File: config.mk
export PLATFORM = sky130hd
export DESIGN_NAME = risc_run_ctrl
export DESIGN_NICKNAME = d
export VERILOG_FILES = /design/src/rtl/risc_run_ctrl.sv
export SDC_FILE = /design/constraint.sdc
export NUM_CORES = 1
export LEC_CHECK = 0
export ABC_AREA = 1
export BUFFER_PORTS_ARGS = -buffer_cell sky130_fd_sc_hd__buf_2
export CAP_MARGIN = 30
export CORE_MARGIN = 5
export CORE_UTILIZATION = 40
export DETAILED_ROUTE_END_ITERATION = 16
export HOLD_SLACK_MARGIN = 0.12
export PLACE_DENSITY = 0.65
export SYNTH_ARGS = -nofsm -noshare
export SYNTH_HDL_FRONTEND = slang
export SYNTH_SLANG_ARGS = --single-unit
File: constraint.sdc
create_clock -name clk -period 3.01 [get_ports clk]
set_input_delay 0.602 -clock clk [delete_from_list [all_inputs] [get_ports clk]]
set_output_delay 0.602 -clock clk [all_outputs]
set_load 0.1 [all_outputs]
File: src/rtl/risc_run_ctrl.sv
// rtl/risc_run_ctrl.sv - run controller: image load, core reset release, halt/timeout detect, register dump
//
// Sequences one run of the pipelined RISC core:
//   IDLE -> LOAD (stream image into RAM, core held in reset) -> CPURST (one cycle)
//   -> RUN (count cycles, watch PC for halt or timeout) -> DUMP (stream R0..NREGS-1) -> DONE
//
// Optional feature macro: RUN_CTRL_RETIRE_CNT_EN
//   defined   : `retired` counts RUN cycles with wb_valid set (saturating)
//   undefined : `retired` is constant 0 and wb_valid is ignored
//
// Ports:
//   clk, rst             clock (rising edge), asynchronous active-low reset
//   start                begin a run (honoured only in IDLE / DONE)
//   ld_valid/ld_ready    image stream handshake; ld_addr, ld_data, ld_last carry the beat
//   mem_we/addr/wdata    RAM write port, combinational from the accepted beat
//   cpu_rst              active-high core reset
//   cpu_pc, wb_valid     core PC and retire strobe
//   rf_rd_idx/rf_rd_data register-file debug read port
//   dump_*               register dump stream (valid/ready, idx, data, last)
//   done, timeout        run status
//   cycles, retired      RUN cycle count and retired instruction count

module risc_run_ctrl #(
    parameter int DATA_W      = 16,
    parameter int ADDR_W      = 16,
    parameter int NREGS       = 8,
    parameter int IDX_W       = $clog2(NREGS),
    parameter int CNT_W       = 16,
    parameter int MAX_CYCLES  = 140,
    parameter int HALT_STABLE = 4
) (
    input  logic              clk,
    input  logic              rst,
    input  logic              start,
    input  logic              ld_valid,
    output logic              ld_ready,
    input  logic [ADDR_W-1:0] ld_addr,
    input  logic [DATA_W-1:0] ld_data,
    input  logic              ld_last,
    output logic              mem_we,
    output logic [ADDR_W-1:0] mem_addr,
    output logic [DATA_W-1:0] mem_wdata,
    output logic              cpu_rst,
    input  logic [ADDR_W-1:0] cpu_pc,
    input  logic              wb_valid,
    output logic [IDX_W-1:0]  rf_rd_idx,
    input  logic [DATA_W-1:0] rf_rd_data,
    output logic              dump_valid,
    input  logic              dump_ready,
    output logic [IDX_W-1:0]  dump_idx,
    output logic [DATA_W-1:0] dump_data,
    output logic              dump_last,
    output logic              done,
    output logic              timeout,
    output logic [CNT_W-1:0]  cycles,
    output logic [CNT_W-1:0]  retired
);

    typedef enum logic [2:0] {
        S_IDLE,
        S_LOAD,
        S_CPURST,
        S_RUN,
        S_DUMP,
        S_DONE
    } state_t;

    localparam logic [CNT_W-1:0] CNT_MAX    = '1;
    localparam logic [CNT_W-1:0] CYC_LAST   = CNT_W'(MAX_CYCLES - 1);
    localparam logic [CNT_W-1:0] STABLE_TOP = CNT_W'(HALT_STABLE - 1);
    localparam logic [IDX_W-1:0] IDX_LAST   = IDX_W'(NREGS - 1);

    state_t             state_q, state_d;
    logic [CNT_W-1:0]   cycles_q, cycles_d;
    logic               timeout_q, timeout_d;
    logic [CNT_W-1:0]   stable_q, stable_d;
    logic [ADDR_W-1:0]  prev_pc_q, prev_pc_d;
    logic [IDX_W-1:0]   dump_idx_q, dump_idx_d;
    logic               pc_eq;
    logic               halt_hit;
    logic               tmo_hit;

`ifdef RUN_CTRL_RETIRE_CNT_EN
    logic [CNT_W-1:0]   retired_q, retired_d;
`else
    logic               unused_wb_valid;
    assign unused_wb_valid = wb_valid;
`endif

    assign pc_eq    = (cpu_pc == prev_pc_q);
    assign halt_hit = (state_q == S_RUN) && pc_eq && (stable_q == STABLE_TOP);
    assign tmo_hit  = (state_q == S_RUN) && (cycles_q == CYC_LAST);

    always_comb begin
        state_d    = state_q;
        cycles_d   = cycles_q;
        timeout_d  = timeout_q;
        stable_d   = stable_q;
        prev_pc_d  = prev_pc_q;
        dump_idx_d = dump_idx_q;
`ifdef RUN_CTRL_RETIRE_CNT_EN
        retired_d  = retired_q;
`endif
        case (state_q)
            S_IDLE, S_DONE: begin
                if (start) begin
                    state_d    = S_LOAD;
                    cycles_d   = '0;
                    timeout_d  = 1'b0;
                    stable_d   = '0;
                    dump_idx_d = '0;
`ifdef RUN_CTRL_RETIRE_CNT_EN
                    retired_d  = '0;
`endif
                end
            end
            S_LOAD: begin
                if (ld_valid && ld_last) begin
                    state_d = S_CPURST;
                end
            end
            S_CPURST: begin
                // Reference PC for the first RUN compare is the reset PC.
                prev_pc_d = cpu_pc;
                stable_d  = '0;
                state_d   = S_RUN;
            end
            S_RUN: begin
                if (cycles_q != CNT_MAX) begin
                    cycles_d = cycles_q + 1'b1;
                end
`ifdef RUN_CTRL_RETIRE_CNT_EN
                if (wb_valid && (retired_q != CNT_MAX)) begin
                    retired_d = retired_q + 1'b1;
                end
`endif
                prev_pc_d = cpu_pc;
                stable_d  = pc_eq ? stable_q + 1'b1 : '0;
                // Halt takes priority when both fire on the same cycle.
                if (halt_hit) begin
                    state_d   = S_DUMP;
                    timeout_d = 1'b0;
                end else if (tmo_hit) begin
                    state_d   = S_DUMP;
                    timeout_d = 1'b1;
                end
            end
            S_DUMP: begin
                if (dump_ready) begin
                    if (dump_idx_q == IDX_LAST) begin
                        dump_idx_d = '0;
                        state_d    = S_DONE;
                    end else begin
                        dump_idx_d = dump_idx_q + 1'b1;
                    end
                end
            end
            default: begin
                state_d = S_IDLE;
            end
        endcase
    end

    always_ff @(posedge clk or negedge rst) begin
        if (!rst) begin
            state_q    <= S_IDLE;
            cycles_q   <= '0;
            timeout_q  <= 1'b0;
            stable_q   <= '0;
            prev_pc_q  <= '0;
            dump_idx_q <= '0;
        end else begin
            state_q    <= state_d;
            cycles_q   <= cycles_d;
            timeout_q  <= timeout_d;
            stable_q   <= stable_d;
            prev_pc_q  <= prev_pc_d;
            dump_idx_q <= dump_idx_d;
        end
    end

`ifdef RUN_CTRL_RETIRE_CNT_EN
    always_ff @(posedge clk or negedge rst) begin
        if (!rst) begin
            retired_q <= '0;
        end else begin
            retired_q <= retired_d;
        end
    end
    assign retired = retired_q;
`else
    assign retired = '0;
`endif

    // Write port is zeroed when no write is in progress so idle outputs stay quiet.
    assign ld_ready   = (state_q == S_LOAD);
    assign mem_we     = ld_ready && ld_valid;
    assign mem_addr   = mem_we ? ld_addr : '0;
    assign mem_wdata  = mem_we ? ld_data : '0;

    // Core runs only in RUN and DUMP; every other state, including reset, holds it in reset.
    assign cpu_rst    = !((state_q == S_RUN) || (state_q == S_DUMP));

    assign rf_rd_idx  = dump_idx_q;
    assign dump_idx   = dump_idx_q;
    assign dump_valid = (state_q == S_DUMP);
    assign dump_data  = dump_valid ? rf_rd_data : '0;
    assign dump_last  = dump_valid && (dump_idx_q == IDX_LAST);

    assign done       = (state_q == S_DONE);
    assign timeout    = timeout_q;
    assign cycles     = cycles_q;

endmodule

* Word-level counts from Yosys, hierarchy flattened
Cells that the tools add are included.
Operators by class: add/sub/neg operators 3, eq/ne operators 16, mux-type cells 23, reduce and logical (&&, ||, !) cells 19
Operator list (number):
- 16-bit two-way mux | 6
- 16-bit one-hot mux with 3 select lines | 1
- 16-bit by 1-bit adder with 16-bit output (second input constant) | 2
- 16-bit one-hot mux with 2 select lines | 1
- 3-bit two-way mux | 9
- 16-bit == test | 1
- 16-bit by 2-bit == test with 1-bit output (second input constant) | 1
- 16-bit by 8-bit == test with 1-bit output (second input constant) | 1
- 16-bit != test (second input constant) | 1
- 3-bit one-hot mux with 5 select lines | 1
- 3-bit == test (second input constant) | 3
- 3-bit AND reduction | 3
- 2-bit by 1-bit != test with 1-bit output (second input constant) | 4
- 3-bit by 2-bit == test with 1-bit output (second input constant) | 2
- 1-bit logical AND | 6
- 3-bit one-hot mux with 2 select lines | 1
- 5-bit AND reduction | 1
- 2-bit nonzero test | 2
- 2-bit OR reduction | 2
- 3-bit by 1-bit adder with 3-bit output (second input constant) | 1
- 3-bit by 1-bit == test with 1-bit output (second input constant) | 1
- 3-bit zero test | 1
- 1-bit two-way mux | 3
- 3-bit != test (second input constant) | 1
- other kinds (6) | 6
Storage, ports and cells: register bits 55, input bits 71, output and inout port bits 93

* Longest topological paths before layout
word-level depth 5, gate-level depth with buffers 13

* Least setup slack after synthesis
No wires, ideal clock.
path kind input port to output port, from input port ld_valid, to output port mem_addr[0], data arrival time 3.724 ns, slack -1.316 ns, stages on the path 5, path buffers 1, cell sequence inv_1 -> nor2_1 -> inv_1 -> clkbuf_1 -> nor2_1
On the way: cells in the longest elaborated chain, start to end 2
Ends and longest elaborated chain:
- from (decl) | RTL line 35 | input logic ld_valid,
- 1-bit logical AND | RTL line 197 | assign mem_we = ld_ready && ld_valid;
- named net mem_we | RTL line 40 | output logic mem_we,
- 16-bit two-way mux | RTL line 198 | assign mem_addr = mem_we ? ld_addr : '0;
- to (decl) | RTL line 41 | output logic [ADDR_W-1:0] mem_addr,
The timed path passes the listed nets, and every way through them passes these cells.

* Final worst setup path
from register state_q[2], to output port mem_wdata[10]
On the way: cells in the longest elaborated chain, start to end 3
Ends and longest elaborated chain:
- from (decl) | RTL line 73 | state_t state_q, state_d;
- from (signal assigned) | RTL line 173 | state_q <= state_d;
- 3-bit by 1-bit == test with 1-bit output | RTL line 196 | assign ld_ready = (state_q == S_LOAD);
- 1-bit logical AND | RTL line 197
- 16-bit two-way mux | RTL line 199 | assign mem_wdata = mem_we ? ld_data : '0;
- to (decl) | RTL line 42 | output logic [DATA_W-1:0] mem_wdata,
Every way passes these cells.

==> flow_summary.rst <==
.. list-table::
   :header-rows: 1

   * - Metric
     - Value
   * - Total length of routed wires
     - 11,000 um
   * - Synth Warn #
     - 0
   * - Final total negative setup slack
     - 0 ns
   * - Maximum number of pins on one net before global-route repair
     - 33
   * - H-tree lvl count
     - 2
   * - Setup crit start kind
     - flop
   * - Worst slew pin tran
     - 0.801 ns
   * - Die footprint
     - 0.0117 mm2
   * - Number of CTS-inserted buffers
     - 5
   * - Post-synth top area share
     - 35.9%
   * - Horizontal die dimension
     - 108 um
   * - Post-synth EDFFs
     - 0
   * - Arrival time of the worst setup path
     - 2.04 ns
   * - Critical path start-end classification
     - reg2out
   * - Gpl congestion
     - 0.892
   * - Setup fix buffers added after clock tree synthesis
     - 0
   * - Reg-to-Reg Start
     - state_q[0]
   * - Yosys cell types
     - 37
   * - Achievable clock frequency
     - 379 MHz
   * - Overall global routing resource usage
     - a little under a fifth
   * - Final Max Tran Viols
     - 0
   * - First-pass GRT wire length
     - 17,800 um
   * - Max Cap Viol
     - 0
   * - RSZ-0062 raised after global routing
     - false
   * - Ratio of cells with drive above 1 in the final layout
     - 31.2%
   * - Root buf cell
     - sky130_fd_sc_hd__clkbuf_8
   * - Maximum vdd drop
     - approximately 600 uV
   * - Clock latency of the later-clocked register in the worst-skew pair
     - 0.30 ns
   * - Number of cells traversed by the worst register-to-register path
     - 11
   * - Flop and latch count out of synthesis
     - between 50 and 60
   * - Number of nets in the finished design
     - 782
   * - Worst slack, placed
     - ~0.7 ns
   * - Post-route clock period utilization
     - 87.6%
   * - Post-cts hold buffer count
     - 0
   * - PnR worst setup slack
     - 0.372 ns
   * - Floorplan Core Area
     - 0.00928 mm2
   * - Most frequent cells after synthesis
     - sky130_fd_sc_hd__nand2_1 (107), sky130_fd_sc_hd__inv_1 (103), sky130_fd_sc_hd__nor2_1 (96)
   * - Number of optimization iterations in the first detailed-route pass
     - 4
   * - Total congestion overflow
     - 0
   * - Initial antenna violation count
     - 1
   * - Height of the die
     - 108 um
   * - Filler cell count
     - 959
   * - Count of buffers inserted at the top-level ports
     - 146
   * - Synth Area per Inst
     - 6.78 um2
   * - Top cell type by total area after synthesis
     - sky130_fd_sc_hd__dfrtp_1
   * - Total number of vias
     - 3,879
   * - Seq/Total Area, Yosys
     - 35.9%
   * - Final hold viol count
     - 0
   * - Layout Skew
     - 0.00533 ns
   * - Clock power share
     - a little over a tenth
   * - Critical Path End Type
     - output pin
   * - Total number of clock tree sinks
     - 55
   * - Switch share
     - about three fifths
   * - Relative max-transition margin
     - a little under half
   * - FF-to-FF setup slack
     - 0.94 ns
   * - Gate power share
     - about 64%
   * - Clock tree from TritonCTS
     - yes
   * - Syn Inst Count
     - between 500 and 600
   * - Via count of the first global-routing pass
     - 3,694
   * - Resized cells post-CTS
     - 0
   * - Final core utilization
     - 53.5%
   * - Drt drc
     - 0
   * - Violation count after the first detailed-route iteration
     - 203
   * - Run status
     - completed
   * - Power Internal
     - about 1.6 mW
   * - Share of async-settable or async-resettable flops after synthesis
     - 100%
   * - Starting density of the core
     - 41.3%
   * - Via density per instance
     - roughly 4.6
   * - Netlist area before placement
     - between 0.003 and 0.004 mm2
   * - Critical path origin
     - state_q[2]
   * - Final worst path period need
     - about 2.6 ns
   * - Post-synth top flop
     - sky130_fd_sc_hd__dfrtp_1
   * - Leading cell types by total area after synthesis
     - sky130_fd_sc_hd__dfrtp_1 (36%), sky130_fd_sc_hd__nand2_1 (10%), sky130_fd_sc_hd__inv_1 (10%), sky130_fd_sc_hd__nor2_1 (9.4%), sky130_fd_sc_hd__nand3_1 (4.6%)
   * - Average wire per cell in the routed design
     - 13.1 um
   * - Type of the worst min-delay path
     - in2async
   * - Maximum net fanout on the critical path
     - 32
   * - Clock-pin slew reported for the worst setup and hold paths after clock tree synthesis
     - 0.10 ns
   * - Antenna-violating nets left
     - 0
   * - Timing endpoint of the critical path
     - mem_wdata[10]
   * - Maximum clock path buffer count
     - 2
   * - Setup Viol. Count Final
     - 0
   * - End of the worst register-to-register path
     - stable_q[6]
   * - Top-count cell post-synth
     - sky130_fd_sc_hd__nand2_1
   * - Standby leakage power
     - 2.74 nW
   * - Detail Placement HPWL
     - just over 9000 um
   * - Switching power summed over all nets
     - 2.37 mW
   * - Number of primary I/O pins
     - 164
   * - Number of rows in the core area
     - 35
   * - Signed area change from the synthesized netlist to the final layout
     - 29.3%
   * - Register share of total power
     - 25.7%
   * - Pwr Density
     - 793 mW/mm2
   * - Required time at the worst-slack endpoint
     - 2.41 ns
## placed cells by master, fill, tap and decap left out, drive strengths merged, types with 8 or more instances in the layout
cell     n
xor2    14
inv    112
nand2  108
nor3    16
a21oi    9
mux2     8
o21ai   31
nor2    99
dfrtp   55
buf    152
nand3   36
conb    16
nand4   16
## critical path, cell delays in order, from the launching register on
cell	delay (ns)
sky130_fd_sc_hd__dfrtp_1	0.43
sky130_fd_sc_hd__inv_1	0.11
sky130_fd_sc_hd__nand3_1	0.20
sky130_fd_sc_hd__nor2_4	0.16
sky130_fd_sc_hd__inv_2	0.05
sky130_fd_sc_hd__buf_12	0.21
sky130_fd_sc_hd__nor2_4	0.12
sky130_fd_sc_hd__buf_2	0.43
## per-layer routing
metal / track usage, % / vias to the layer above / wire, um / share of wire, %
met5: 0 / - / 0 / 0
met2: 35.3 / 127 / 5600 / 51
li1: - / 2000 / - / -
met4: 4.42 / 0 / 157 / 1.4
met3: 3.94 / 8 / 856 / 7.8
met1: 22.1 / 1744 / 4360 / 40
## power groups by stage
stage | Clock, mW | Combinational (mW) | Sequential, mW
2_1_floorplan | 0 | 2.01 | 1.16
3_3_place_gp | 0 | 2.51 | 1.02
3_5_place_dp | 0 | 2.53 | 1.03
4_1_cts | 0.426 | 2.53 | 1.01
5_1_grt | 0.461 | 2.70 | 1.04
6_report | 0.408 | 2.52 | 1.01
## how the worst min path moves through the flow
stage / startpoint / to / slack [ns] / depth (start not counted)
3_5_place_dp: prev_pc_q[11] / prev_pc_q[11] / 0.50 / 2
3_3_place_gp: prev_pc_q[10] / prev_pc_q[10] / 0.49 / 2
6_report: rst / prev_pc_q[7] / 0.30 / 1
2_1_floorplan: rst / cycles[0] / 0.31 / 0
5_1_grt: rst / prev_pc_q[7] / 0.32 / 1
4_1_cts: rst / prev_pc_q[7] / 0.31 / 1
## cells by family after synthesis
group	count (synthesis)	share of synthesized area, %
xor+xnor	21	4.79
fa+ha+maj	4	1.30
other cells	1	0.0977
flops	55	35.9
buf+inv	144	16.4
simple gates	281	31.5
mux	8	2.35
compound gates	52	7.69
## registers in the layout (all words and copies together), names as in the netlist
register and flops:
state_q 3, timeout 1, prev_pc_q 16, dump_idx 3
cycles 16, stable_q 16
## through the flow
| step | power, mW | hold slack (ns) | area (um2) | instances |
|---|---|---|---|---|
| after floorplan | 3.17 | 0.306 | 4140 | 581 |
| after global placement | 3.52 | 0.491 | 4870 | 829 |
| after detailed placement | 3.56 | 0.496 | 4870 | 829 |
| after CTS | 3.97 | 0.313 | 4960 | 837 |
| after global routing | 4.20 | 0.323 | 4960 | 838 |
| final | 3.94 | 0.298 | 4960 | 838 |
## area by class of cell
type	count	area, um2	share of cell area, %
clock inverters	3	18.8	0.378
repair buffers	152	788	15.9
flip-flops and latches	55	1380	27.7
well taps	129	161	3.25
multi-input cells	382	2130	42.9
inverters	111	417	8.39
diodes	1	2.50	0.0504
clock buffers	5	68.8	1.39
No activity file was read; power rests on OpenSTA's default activity.
